--- config.mk ---
export PLATFORM = sky130hd
export DESIGN_NAME = frame_draw_scheduler
export DESIGN_NICKNAME = d
export VERILOG_FILES = /design/src/rtl/frame_draw_scheduler.sv
export SDC_FILE = /design/constraint.sdc
export NUM_CORES = 1
export LEC_CHECK = 0
export BUFFER_PORTS_ARGS = -buffer_cell sky130_fd_sc_hd__buf_2
export CAP_MARGIN = 20
export CORE_MARGIN = 5
export CORE_UTILIZATION = 30
export DETAILED_ROUTE_END_ITERATION = 12
export HOLD_SLACK_MARGIN = 0.12
export SLEW_MARGIN = 10
export SYNTH_ARGS = -nofsm -noshare
export SYNTH_HDL_FRONTEND = slang
export SYNTH_SLANG_ARGS = --single-unit
--- constraint.sdc ---
create_clock -name Clock -period 5.19 [get_ports Clock]
set_input_delay 0.519 -clock Clock [delete_from_list [all_inputs] [get_ports Clock]]
set_output_delay 0.519 -clock Clock [all_outputs]
set_load 0.005 [all_outputs]
--- src/rtl/frame_draw_scheduler.sv ---
// Frame-rate tick generator plus a lowest-index-first arbiter that time-shares the single
// VGA pixel-write port among the background, dino, obstacle and score drawers.
module frame_draw_scheduler #(
  parameter int CLOCK_FREQUENCY = 25000000,
  parameter int FPS             = 60,
  parameter int WATCHDOG        = 65535
) (
  input  logic        Clock,
  input  logic        reset,
  input  logic        enable,
  input  logic        pause,
  input  logic [3:0]  req,
  input  logic [3:0]  done,
  input  logic [31:0] req_x,
  input  logic [27:0] req_y,
  input  logic [11:0] req_colour,
  input  logic [3:0]  req_plot,
  output logic [3:0]  grant,
  output logic [7:0]  x,
  output logic [6:0]  y,
  output logic [2:0]  colour,
  output logic        plot,
  output logic        frame_tick,
  output logic        busy,
  output logic        overrun,
  output logic        timeout,
  output logic [15:0] frame_count
);

  localparam int TICK_DIV = CLOCK_FREQUENCY / FPS;
  localparam int TW       = (TICK_DIV > 1) ? $clog2(TICK_DIV) : 1;
  localparam int WW       = $clog2(WATCHDOG + 1);
  localparam logic [TW-1:0] TICK_RELOAD = TW'(TICK_DIV - 1);
  localparam logic [WW-1:0] WD_LIMIT    = WW'(WATCHDOG);

  typedef enum logic [1:0] {
    IDLE  = 2'd0,
    ARB   = 2'd1,
    GRANT = 2'd2
  } state_e;

  state_e        state_q, state_d;
  logic [TW-1:0] tick_cnt_q, tick_cnt_d;
  logic [3:0]    pending_q, pending_d;
  logic [3:0]    grant_q, grant_d;
  logic [WW-1:0] wd_q, wd_d;
  logic          overrun_q, overrun_d;
  logic          timeout_q, timeout_d;
  logic [15:0]   frame_count_q, frame_count_d;
  logic          tick;

  function automatic logic [3:0] lowest_set(input logic [3:0] v);
    lowest_set = v & (~v + 4'd1);
  endfunction

  // Frame divider: only counts while the game is running and not paused.
  always_comb begin
    tick       = 1'b0;
    tick_cnt_d = tick_cnt_q;
    if (enable && !pause) begin
      if (tick_cnt_q == '0) begin
        tick       = 1'b1;
        tick_cnt_d = TICK_RELOAD;
      end else begin
        tick_cnt_d = tick_cnt_q - 1'b1;
      end
    end else begin
      tick_cnt_d = tick_cnt_q;
    end
  end

  // Arbitration sequence for one frame; a tick that lands mid-frame is dropped.
  always_comb begin
    state_d       = state_q;
    pending_d     = pending_q;
    grant_d       = grant_q;
    wd_d          = wd_q;
    overrun_d     = overrun_q | (tick & (state_q != IDLE));
    timeout_d     = timeout_q;
    frame_count_d = frame_count_q;
    case (state_q)
      IDLE: begin
        if (tick) begin
          pending_d = req;
          state_d   = ARB;
        end else begin
          state_d = IDLE;
        end
      end
      ARB: begin
        if (!enable) begin
          pending_d = 4'd0;
          grant_d   = 4'd0;
          state_d   = IDLE;
        end else if (pending_q == 4'd0) begin
          frame_count_d = frame_count_q + 16'd1;
          state_d       = IDLE;
        end else begin
          grant_d = lowest_set(pending_q);
          wd_d    = '0;
          state_d = GRANT;
        end
      end
      GRANT: begin
        wd_d = wd_q + 1'b1;
        if (!enable) begin
          pending_d = 4'd0;
          grant_d   = 4'd0;
          state_d   = IDLE;
        end else if ((done & grant_q) != 4'd0) begin
          pending_d = pending_q & ~grant_q;
          grant_d   = 4'd0;
          state_d   = ARB;
        end else if (wd_d == WD_LIMIT) begin
          // A stuck drawer loses the port but the frame still finishes and counts.
          pending_d = pending_q & ~grant_q;
          grant_d   = 4'd0;
          timeout_d = 1'b1;
          state_d   = ARB;
        end else begin
          state_d = GRANT;
        end
      end
      default: begin
        pending_d = 4'd0;
        grant_d   = 4'd0;
        state_d   = IDLE;
      end
    endcase
  end

  // State registers.
  always_ff @(posedge Clock or negedge reset) begin
    if (!reset) begin
      state_q       <= IDLE;
      tick_cnt_q    <= TICK_RELOAD;
      pending_q     <= 4'd0;
      grant_q       <= 4'd0;
      wd_q          <= '0;
      overrun_q     <= 1'b0;
      timeout_q     <= 1'b0;
      frame_count_q <= 16'd0;
    end else begin
      state_q       <= state_d;
      tick_cnt_q    <= tick_cnt_d;
      pending_q     <= pending_d;
      grant_q       <= grant_d;
      wd_q          <= wd_d;
      overrun_q     <= overrun_d;
      timeout_q     <= timeout_d;
      frame_count_q <= frame_count_d;
    end
  end

  // Pixel port mux: grant is one-hot, so an AND-OR select gives zeros when nobody owns it.
  always_comb begin
    x      = 8'd0;
    y      = 7'd0;
    colour = 3'd0;
    plot   = 1'b0;
    for (int i = 0; i < 4; i++) begin
      x      = x | (req_x[8*i +: 8] & {8{grant_q[i]}});
      y      = y | (req_y[7*i +: 7] & {7{grant_q[i]}});
      colour = colour | (req_colour[3*i +: 3] & {3{grant_q[i]}});
      plot   = plot | (req_plot[i] & grant_q[i]);
    end
  end

  assign grant       = grant_q;
  assign frame_tick  = tick;
  assign busy        = (state_q != IDLE);
  assign overrun     = overrun_q;
  assign timeout     = timeout_q;
  assign frame_count = frame_count_q;

endmodule

Yosys cells after proc, flatten, opt, wreduce, memory -nomap -nowiden
Index checks and enable logic that the tools add are counted.
{ "word_totals": {"in_bits": 88, "regBits": 63, "word_cells": 96, "output_inout_bits": 43} }
{ "classes": {"muxes": 25, "eq_ne": 9, "reduce_logical": 13, "bitwise": 37, "n_addsub": 4} }
{ "op_table": {"columns": ["operator", "count"], "rows": [
  ["4-bit 2-to-1 mux", 10],
  ["16-bit by 1-bit adder with 16-bit output, second input constant", 2],
  ["8-bit AND", 4],
  ["16-bit 2-to-1 mux", 2],
  ["16-bit case mux with 2 select lines", 1],
  ["7-bit AND", 4],
  ["8-bit bitwise OR", 3],
  ["4-bit case mux with 3 select lines", 2],
  ["7-bit bitwise OR", 3],
  ["19-bit zero test", 1],
  ["19-bit 2-to-1 mux", 1],
  ["19-bit by 1-bit subtractor with 19-bit output, second input constant", 1],
  ["16-bit == test, second input constant", 1],
  ["3-bit AND", 4],
  ["4-bit AND", 3],
  ["3-bit AND reduction", 4],
  ["2-bit 2-to-1 mux", 5],
  ["3-bit bitwise OR", 3],
  ["2-bit != test, second input constant", 4],
  ["4-bit inverter", 2],
  ["2-bit case mux with 3 select lines", 1],
  ["1-bit AND", 5],
  ["4-bit by 1-bit adder with 4-bit output, second input constant", 1],
  ["4-bit zero test", 1],
  ["other kinds (13)", 20]
]} }

Logic depth before layout (Yosys ltp)
Gate-level depths: netlist (run 1).
{ "logic_depth": {"depth_word": 6, "mapped_depth": 9} }

Least setup slack after synthesis (run 1)
OpenSTA, ideal clock, no wires.
{ "synth_path": {"kind": "input port to output port", "from": "in pause", "to": "out frame_tick", "stages": 7, "t_required_ns": 4.671, "path_slack_ns": 2.727, "n_path_buf": 2, "arrival_time_ns": 1.944, "cell_sequence": "nand2b_1 > buf_2 > or4_4 > nor4_1 > nand2_1 > inv_1 > buf_6"} }
{ "synth_between": {"elab_chain_len": 3} }
{ "synth_lines": {"columns": ["element", "line_no", "source"], "rows": [
  ["start, declared", "11", "input logic pause,"],
  ["1-bit zero test", "60", "if (enable && !pause) begin"],
  ["1-bit logical AND", "60", null],
  ["1-bit 2-to-1 mux", "60", null],
  ["end, declared", "23", "output logic frame_tick,"]
]} }
Every way passes these cells.

Worst setup path after layout (run 1)
{ "layout_path": {"from": "reg tick_cnt_q[10]", "to": "out frame_tick"} }
{ "layout_between": {"elab_chain_len": 3} }
{ "layout_lines": {"columns": ["element", "line_no", "source"], "rows": [
  ["start, declared", "43", "logic [TW-1:0] tick_cnt_q, tick_cnt_d;"],
  ["start signal, assigned", "145", "tick_cnt_q <= tick_cnt_d;"],
  ["19-bit zero test", "61", "if (tick_cnt_q == '0) begin"],
  ["1-bit 2-to-1 mux", "61", null],
  ["1-bit 2-to-1 mux", "60", null]
]} }
Every way passes these cells.

==> flow_summary.yaml, run 1 <==
timing:
  whs_ps: 341.5
  setup_viol: 0
  max_slew.worst_pin.slew_ps: 811.2
  finalMaxSlewViolations: 0
  tns_ps: 0
  layout_worst_path_cycle_share: 0.6086
  fin_crit_ps: 3158
  slew_headroom: 0.4592
  hold_violations: 0
  skew_ps: 8.539
  max_freq_mhz: 316.6
  layout_setup_ws_ps: 2032
  grt_setup_unrepaired: "no"
synthesis:
  synth_top_area_frac: 0.3687
  synthCells: 375
  synth_top_family_by_area: "simple AND/OR/NAND/NOR gates"
  yosys.area_share.xor_xnor: 0.08189
  synthFlopType: "dfrtp_1"
  syn-cell-area_mm2: 0.003530
  syn_nets: 467
  yosys.area_share.adder: 0.01418
  ys_types: 49
  yosys.area.top_type: "dfrtp_1"
  synth_edf_count: 0
  yosys-top-cells-area: "dfrtp_1 (37%), a22oi_1 (8.5%), dfstp_2 (8.2%)"
  synthSimpleGateAreaFrac: 0.2102
  syn_avg_cell_area_um2: 9.412
  ys_ff_latch: 63
  yosysSeqAreaShare: 0.4505
  synth-async-reset-ratio: 1.000
  synth_compound_area_frac: 0.2067
  synth_mux_area_frac: 0.006381
  ys_warn_count: 0
power_and_ir_drop:
  power.internal_mw: 1.143
  seq_power_share: 0.419
  total_power_mw: 1.672
  power.switching_mw: 0.5285
  comb_power_share: 0.219
  netSwitchingFraction: 0.3161
  ir_drop_mv: 0.1897
  power_density_mw_per_mm2: 362.4
  clockPowerShare: 0.362
  power_leakage_nw: 2.272
die:
  die_h_um: 118.5
  fp-row-count: 39
  ios: 131
  coreArea_mm2: 0.01147
  die_x_um: 118.5
  start_util: 0.3078
  die_area_mm2: 0.01404
cts:
  post_cts_buffers: 0
  tritoncts: "yes"
  cts.htree.levels: 3
  numCtsBuffers: 9
  hold_buffers: 0
  cts_root_buffer: "clkbuf_16"
  cts_buffer_depth: 2
  cts.sinks: 63
  clkTransAtPathRegs_ps: 60
  clk_latency_ps: 330
  cts-resized-gates: 0
worst_setup_path:
  cp-end-kind: "output port"
  crit_type: "flip-flop to output port"
  cp.required_ps: 4670
  crit_slowest_cell: "inv_1"
  path_delay_family: "simple AND/OR/NAND/NOR gates"
  slowest_delay_ps: 450
  critical_path_arrival_ps: 2640
  rr_startpoint: "wd_q[0]$_DFFE_PN0P_"
  crit_chain: "nor4_1 > nor2b_1 > nor3b_1 > nand2_1 > inv_1 > buf_2"
  reg2reg_slack_ps: 2640
  critPathLaunch: "tick_cnt_q[10]$_DFFE_PN0P_"
  crit_fanout: 11
  cp.buffers_inverters: 2
  cp.depth: 6
  reg2reg_depth: 7
  crit_path_start_kind: "flip-flop"
placement:
  gp_congestion: 0.8317
  place_hpwl_um: 7245
  portBuffers: 130
  placed_cell_area_mm2: 0.004309
  dp_slack_ps: 2146
grt:
  overflow: 0
  grt_start_max_net_pins: 64
  grt_pass1_vias: 3256
  grt_first_pass_wirelength_um: 16020
  antenna_found_initial: 0
  grt_usage: 0.1349
final_layout:
  fillCellCount: 1143
  n_antenna_cell: 0
  drive_above_1_share: 0.3418
  final_area_mm2: 0.004613
  final_nets: 596
  syn_to_final_growth_pct: 30.70
route:
  viasPerCell: 5.054
  detail_route.wl_per_cell_um: 14.84
  routed_wl_um: 9678
  drtAntennaViolNets: 0
  num_vias: 3295
  dr.first_iter.drc_count: 147
  remaining_drc_errors: 0
  dr.pass1.iters: 4
run:
  max-cap-violations: 0
worst_hold_path:
  min_path_type: "primary input to async pin"
run_status:
  status: "finished clean"
==> routing by layer <==
metal	vias up	share of wire	global-route usage
met5	-	0	0
met4	0	0.016	0.04607
met3	13	0.073	0.04059
met2	121	0.49	0.2264
met1	1539	0.42	0.1654
li1	1622	-	-
==> final cells by class <==
type / instances / area (um2) / area share
multi-input cells: 286 / 1833 / 0.3973
flip-flops and latches: 63 / 1590 / 0.3447
repair buffers: 131 / 658.1 / 0.1427
clock buffers: 9 / 225.2 / 0.04882
well taps: 143 / 178.9 / 0.03879
clock inverters: 7 / 78.83 / 0.01709
inverters: 13 / 48.80 / 0.01058
==> cell usage after synthesis, drive strengths merged (3+ instances only) <==
master / count
a21oi: 5
nand4: 8
o21ai: 29
clkbuf: 11
a32oi: 4
and2: 3
a22oi: 40
o2bb2ai: 4
and3: 13
xnor2: 21
o211ai: 3
nand2: 57
a22o: 3
a31oi: 4
nor3: 5
nor2: 29
ha: 4
dfrtp: 52
nand3: 9
dfstp: 11
inv: 13
o31ai: 3
or3: 3
xor2: 12
nor4: 6
nand2b: 3
==> cell families after synthesis <==
logic type	after synthesis
AO/OA/AOI/OAI	101
AND/OR/NAND/NOR	146
multiplexers	2
flip-flops	63
XOR/XNOR	33
buffers and inverters	26
adder cells (fa/ha/maj)	4
==> power by group through the flow <==
stage / combinational (mW) / sequential (mW) / clock (mW)
after floorplan: 0.271 / 0.682 / 0
after global placement: 0.358 / 0.702 / 0
after detailed placement: 0.368 / 0.705 / 0
after CTS: 0.370 / 0.699 / 0.621
after global routing: 0.417 / 0.712 / 0.644
final: 0.366 / 0.700 / 0.605
==> registers in the layout, indices dropped and copies added, names as in the netlist <==
register / flops
wd_q: 16
overrun: 1
pending_q: 4
grant: 4
tick_cnt_q: 19
frame_count: 16
state_q: 2
timeout: 1
==> placed cells by master (no fill, tap or decap), types with 9 or more instances in the layout <==
cell type    n
dfstp_2     11
nor2_1      29
clkbuf_16    9
nand2_1     56
xor2_1      12
o21ai_0     29
buf_2      130
inv_1       13
dfrtp_1     52
xnor2_1     21
and3_1      13
a22oi_1     40
==> per-stage QoR <==
step,instances,util
after floorplan,375,-
after global placement,636,0.3758
after detailed placement,636,0.3758
after CTS,652,0.4023
after global routing,652,0.4023
final,652,0.4023
==> worst paths after layout <==
kind | endpoint
max reg2reg | pending_q[0]$_DFFE_PN0P_
max | frame_tick
min | tick_cnt_q[6]$_DFFE_PN0P_
min in group Clock | overrun$_DFF_PN0_
max in group asynchronous | pending_q[1]$_DFFE_PN0P_
min reg2reg | overrun$_DFF_PN0_
Note: power is estimated with default switching activity, not from simulation.
==> run 2, diff against run 1 <==
Settings changed: ABC_AREA set to 1.
Clock period 5.19 ns to 2.8 ns, I/O delays scaled along.
==> run 2 against run 1 <==
  * Count of clock-buffer cells in the layout grew 1
  * Highest routed layer is now met5
  * Via count rose by 22%
  * Clock power rose by 98%
  * Routed wire length rose by 12%
  * Final cell count grew 30%
  * Synthesized area is 11% higher
  * Clock skew increased by 1.4 ps
==> flow_summary.yaml, run 2 <==
worst_setup_path:
  crit_type: "flip-flop to output port"
  reg2reg_to: "grant[1]$_DFFE_PN0P_"
  reg2reg_depth: 9
  rr_startpoint: "state_q[0]$_DFF_PN0_"
  reg2reg_slack_ps: 810
  cp-end-kind: "output port"
  cp.required_ps: 2520
  crit_path_start_kind: "flip-flop"
  critical_path_arrival_ps: 1800
  crit_fanout: 8
final_layout:
  fillCellCount: 1289
  final_nets: 763
  layout_common_cells: "nand2_1 (191), buf_2 (130), inv_1 (52), dfrtp_1 (52), nor2_1 (43)"
  n_antenna_cell: 0
  multi_input_area_mm2: 0.002088
  largest_register_ffs: 19
  seqCellArea_mm2: 0.001590
  final_common_cell: "nand2_1"
  syn_to_final_growth_pct: 30.03
  largest-register: "tick_cnt_q"
  drive_above_1_share: 0.2855
power_and_ir_drop:
  comb_power_share: 0.155
  power_density_mw_per_mm2: 528.8
  total_power_mw: 2.705
  power_leakage_nw: 2.803
  netSwitchingFraction: 0.2710
  seq_power_share: 0.401
  power.switching_mw: 0.7331
  power.internal_mw: 1.972
  ir_drop_mv: 0.3029
  clockPowerShare: 0.444
placement:
  gp_congestion: 0.9055
  portBuffers: 130
  place_hpwl_um: 8593
cts:
  cts.sinks: 63
  post_cts_buffers: 0
  cts_buffer_depth: 2
  cts.htree.levels: 3
  cts_root_buffer: "clkbuf_16"
  tritoncts: "yes"
  numCtsBuffers: 9
  clk_latency_ps: 330
  clkTransAtPathRegs_ps: 60
synthesis:
  syn_avg_cell_area_um2: 7.353
  ys_ff_latch: 63
  yosys-top-cells-count: "nand2_1 (191), dfrtp_1 (52), inv_1 (52)"
  yosys.area.top_type: "dfrtp_1"
  syn-cell-area_mm2: 0.003934
  yosysMostFrequentCell: "nand2_1"
  synth_edf_count: 0
  synthFlopType: "dfrtp_1"
  synthCells: 535
  yosys-top-cells-area: "dfrtp_1 (33%), nand2_1 (18%), dfstp_2 (7.3%)"
  syn_nets: 627
  synth-async-reset-ratio: 1.000
  synth_top_area_frac: 0.3308
  ys_types: 36
  yosysSeqAreaShare: 0.4043
  ys_warn_count: 0
die:
  fp-row-count: 41
  die_area_mm2: 0.01550
  coreArea_mm2: 0.01272
  start_util: 0.3092
  die_x_um: 124.5
  die_h_um: 124.5
  ios: 131
run_status:
  status: "finished clean"
grt:
  grt_usage: 0.1403
  overflow: 0
  antenna_found_initial: 1
  grt_pass1_vias: 4132
  grt_first_pass_wirelength_um: 18460
  grt_start_max_net_pins: 26
route:
  routed_wl_um: 10810
  dr.pass1.iters: 4
  drtAntennaViolNets: 0
  viasPerCell: 4.732
  remaining_drc_errors: 0
  dr.first_iter.drc_count: 168
  num_vias: 4013
  detail_route.wl_per_cell_um: 12.74
timing:
  grt_setup_unrepaired: "no"
  skew_ps: 9.962
  hold_violations: 0
  finalMaxSlewViolations: 0
  setup_viol: 0
  tns_ps: 0
  fin_crit_ps: 2078
  max_freq_mhz: 481.2
  layout_worst_path_cycle_share: 0.7422
  slew_headroom: 0.4787
  max_slew.worst_pin.slew_ps: 782.0
run:
  max-cap-violations: 0
worst_hold_path:
  min-delay-start: "req[2]"
  min_path_type: "primary input to flip-flop"
  hold_path_end: "pending_q[2]$_DFFE_PN0P_"
  hold_depth: 5
-- run 2: how the worst max path moves through the flow --
stage	from	slack, ps	cells past startpoint	endpoint
final	tick_cnt_q[7]$_DFFE_PN1P_	720	7	frame_tick
after CTS	tick_cnt_q[11]$_DFFE_PN1P_	700	7	frame_tick
after detailed placement	state_q[0]$_DFF_PN0_	800	9	grant[1]$_DFFE_PN0P_
after global routing	tick_cnt_q[7]$_DFFE_PN1P_	540	7	frame_tick
after floorplan	wd_q[1]$_DFFE_PN0P_	1090	14	pending_q[2]$_DFFE_PN0P_
after global placement	state_q[0]$_DFF_PN0_	910	9	grant[1]$_DFFE_PN0P_
-- run 2: power groups by stage --
stage | sequential, mW | clock (mW) | combinational [mW]
final | 1.08 | 1.20 | 0.419
after global routing | 1.09 | 1.27 | 0.482
after CTS | 1.08 | 1.23 | 0.422
after detailed placement | 1.10 | 0 | 0.418
after global placement | 1.10 | 0 | 0.412
after floorplan | 1.08 | 0 | 0.278
-- run 2: final cells by class --
class / instances / area share
Multi-Input combinational cell: 408 / 0.4083
Timing Repair Buffer: 136 / 0.1365
Clock buffer: 10 / 0.04477
Sequential cell: 63 / 0.3109
Inverter: 53 / 0.03914
Tap cell: 172 / 0.04207
Clock inverter: 6 / 0.01835
-- run 2: logic make-up after synthesis --
group	synth area share
simple gates	0.4017
buf+inv	0.06488
flops	0.4043
compound gates	0.06679
xor+xnor	0.04676
fa+ha+maj	0.01272
mux	0.002862
-- run 2: stage by stage --
stage / setup slack (ps) / util / cells / hold slack [ps] / area, um2
2_1_floorplan: 1087 / - / 535 / -15.59 / 3934
6_report: 721.7 / 0.4020 / 848 / 301.9 / 5115
5_1_grt: 538.7 / 0.4020 / 848 / 351.5 / 5115
4_1_cts: 703.7 / 0.4020 / 848 / 287.7 / 5115
3_5_place_dp: 801.9 / 0.3759 / 831 / 253.1 / 4782
3_3_place_gp: 914.0 / 0.3759 / 831 / 261.9 / 4782
-- run 2: timing repair --
action | CTS | global route
hold endpoints to repair | 12 | 0
hold buffers | 1 | 0
resized for setup | 0 | 0
-- run 2: routing by layer --
layer,global-route usage,vias to the layer above,part of all wire
met5,0,-,0.0014
met4,0.05867,2,0.026
met3,0.03988,20,0.065
met2,0.2360,150,0.47
met1,0.1678,1834,0.44
li1,-,2007,-
-- run 2: worst max-delay path, stage by stage (launching register included) --
cell     delay (ps)
dfstp_2         370
nor2_1          170
inv_1           120
nor2_1          200
nand4_1         150
buf_4           190
inv_1           130
buf_2           140
==> run 3, diff against run 2 <==
Clock period 2.8 ns to 1.7 ns, I/O delays scaled along.
==> run 3 against run 2 <==
  * The run now ends with negative setup slack left
  * Critical path depth increased by 7
  * Power increased by 76%
  * Combinational power increased to 2.7 times the previous value
  * Worst setup slack got worse by 840 ps
  * Global-route usage increased by 1.2 points
  * Register-to-register slack got worse by 930 ps
  * Final area increased by 15%
  * Sequential share of layout area decreased by 4.1 points
  * Via count increased by 8.1%
  * Highest routed layer is now met4
==> flow_summary.yaml, run 3 (synthesis results as in run 2) <==
final_layout:
  layout_common_cells: "nand2_1 (185), buf_2 (129), buf_4 (72)"
  final_nets: 838
  final_area_mm2: 0.005902
  n_antenna_cell: 0
  largest-register: "tick_cnt_q"
  largest_register_ffs: 19
  final_common_cell: "nand2_1"
  fillCellCount: 1239
  syn_to_final_growth_pct: 50.03
  drive_above_1_share: 0.4128
grt:
  grt_first_pass_wirelength_um: 19850
  grt_usage: 0.1525
  grtUsageMet2: 0.2621
  use_met1: 0.1819
  busiest_layer: "met2"
  grt_use_met3: 0.03345
  antenna_found_initial: 0
  grt_pass1_vias: 4495
  grt_start_max_net_pins: 64
  overflow: 0
cts:
  numCtsBuffers: 9
  cts.sinks: 63
  clkTransAtPathRegs_ps: 50
  cts.htree.levels: 3
  cts_root_buffer: "clkbuf_16"
  cts_buffer_depth: 2
  tritoncts: "yes"
  clk_latency_ps: 330
timing:
  fin_crit_ps: 1821
  setup_viol: 12
  max_freq_mhz: 549.1
  finalMaxSlewViolations: 0
  layout_worst_path_cycle_share: 1.071
  slew_headroom: 0.7741
  hold_violations: 0
  skew_ps: 5.073
  layout_setup_ws_ps: -121.1
  max_slew.worst_pin.slew_ps: 335.8
  grt_setup_unrepaired: "yes"
worst_setup_path:
  crit_chain: "buf_6 > nand2_4 > nor2_4 > nand2_2 > nor2_2 > nand2_1 > nand2_2 > nand3_2 > nor2_2 > nand2_2 > nand2_4 > nand2_4 > nand2_1 > nand2_1"
  rr_startpoint: "wd_q[1]$_DFFE_PN0P_"
  crit_fanout: 7
  crit_slowest_cell: "dfrtp_2"
  critical_path_arrival_ps: 2040
  cp.required_ps: 1920
  critPathLaunch: "wd_q[1]$_DFFE_PN0P_"
  crit_type: "flip-flop to flip-flop"
  crit_path_start_kind: "flip-flop"
  cp-end-kind: "flip-flop"
  path_delay_family: "simple AND/OR/NAND/NOR gates"
  cp.buffers_inverters: 1
  slowest_delay_ps: 410
run_status:
  status: "finished with violations"
  violations: "negative setup slack"
route:
  routed_wl_um: 12000
  drtAntennaViolNets: 0
  detail_route.wl_per_cell_um: 13.00
  viasPerCell: 4.699
  num_vias: 4337
  dr.pass1.iters: 5
  remaining_drc_errors: 0
  dr.first_iter.drc_count: 172
die:
  die_h_um: 124.5
  start_util: 0.3092
  fp-row-count: 41
  ios: 131
  coreArea_mm2: 0.01272
  die_area_mm2: 0.01550
  die_x_um: 124.5
run:
  max-cap-violations: 0
worst_hold_path:
  min-delay-start: "req[3]"
  min_path_type: "primary input to flip-flop"
placement:
  place_hpwl_um: 9090
  portBuffers: 130
  gp_congestion: 0.9093
  dp_slack_ps: -140.1
  placed_cell_area_mm2: 0.005185
power_and_ir_drop:
  ir_drop_mv: 0.4750
  power_density_mw_per_mm2: 804.8
  power_leakage_nw: 3.189
## run 3: cell type report
type | count | area, um2 | area share
Timing Repair Buffer | 211 | 1315 | 0.2228
Tap cell | 172 | 215.2 | 0.03646
Sequential cell | 63 | 1594 | 0.2701
Multi-Input combinational cell | 408 | 2283 | 0.3869
Clock buffer | 13 | 250.2 | 0.04240
Inverter | 53 | 201.4 | 0.03413
Clock inverter | 3 | 42.54 | 0.007208
## run 3: power by group
part,total [mW],switching (mW),leakage (nW),internal [mW]
sequential,1.80,0.126,0.727,1.67
clock,1.82,0.647,0.140,1.17
combinational,1.13,0.578,2.32,0.553
total,4.75,1.35,3.19,3.40
## run 3: path summary, 6_finish.rpt
path | endpoint | slack (ps) | cells past startpoint
hold / removal | pending_q[3]$_DFFE_PN0P_ | 190 | 5
setup / recovery | pending_q[2]$_DFFE_PN0P_ | -120 | 14
max in group asynchronous | tick_cnt_q[8]$_DFFE_PN1P_ | 1010 | 3
min in group asynchronous | frame_count[15]$_DFFE_PN0P_ | 380 | 3
hold reg to reg | frame_count[15]$_DFFE_PN0P_ | 480 | 1
setup reg to reg | pending_q[2]$_DFFE_PN0P_ | -120 | 14
## run 3: per-layer routing
metal / part of all wire / up-vias / wire length [um]
met4: 0.027 / 0 / 330
met1: 0.42 / 2004 / 5004
met5: 0 / - / 0
met2: 0.50 / 162 / 5966
met3: 0.058 / 22 / 700
li1: - / 2149 / -
## run 3: worst reg2reg max path, delay by kind of cell, from the launching register on
family | cells | cell delay, ps
AND/OR/NAND/NOR | 13 | 1200
flip-flops | 1 | 410
buffers and inverters | 1 | 120
## run 3: per-stage QoR
| step | hold WS, ps | std cells | util | TNS, ps | power [mW] |
|---|---|---|---|---|---|
| after floorplan | -125.6 | 535 | - | 0 | 2.239 |
| after global placement | 216.1 | 881 | 0.4076 | -609.2 | 2.673 |
| after detailed placement | 219.6 | 881 | 0.4076 | -1045 | 2.703 |
| after CTS | 184.2 | 908 | 0.4426 | -1003 | 4.607 |
| after global routing | 267.5 | 923 | 0.4639 | -3097 | 5.014 |
| final | 193.1 | 923 | 0.4639 | -1139 | 4.750 |
## run 3: what timing repair did
action / 4_1_cts / 5_1_grt
setup buffers: 10 / 15
setup endpoints to repair: 12 / 33
gates resized for setup: 18 / 51
hold buffers: 1 / 0
endpoints found under the hold margin: 52 / 0
pin swaps: 7 / 30
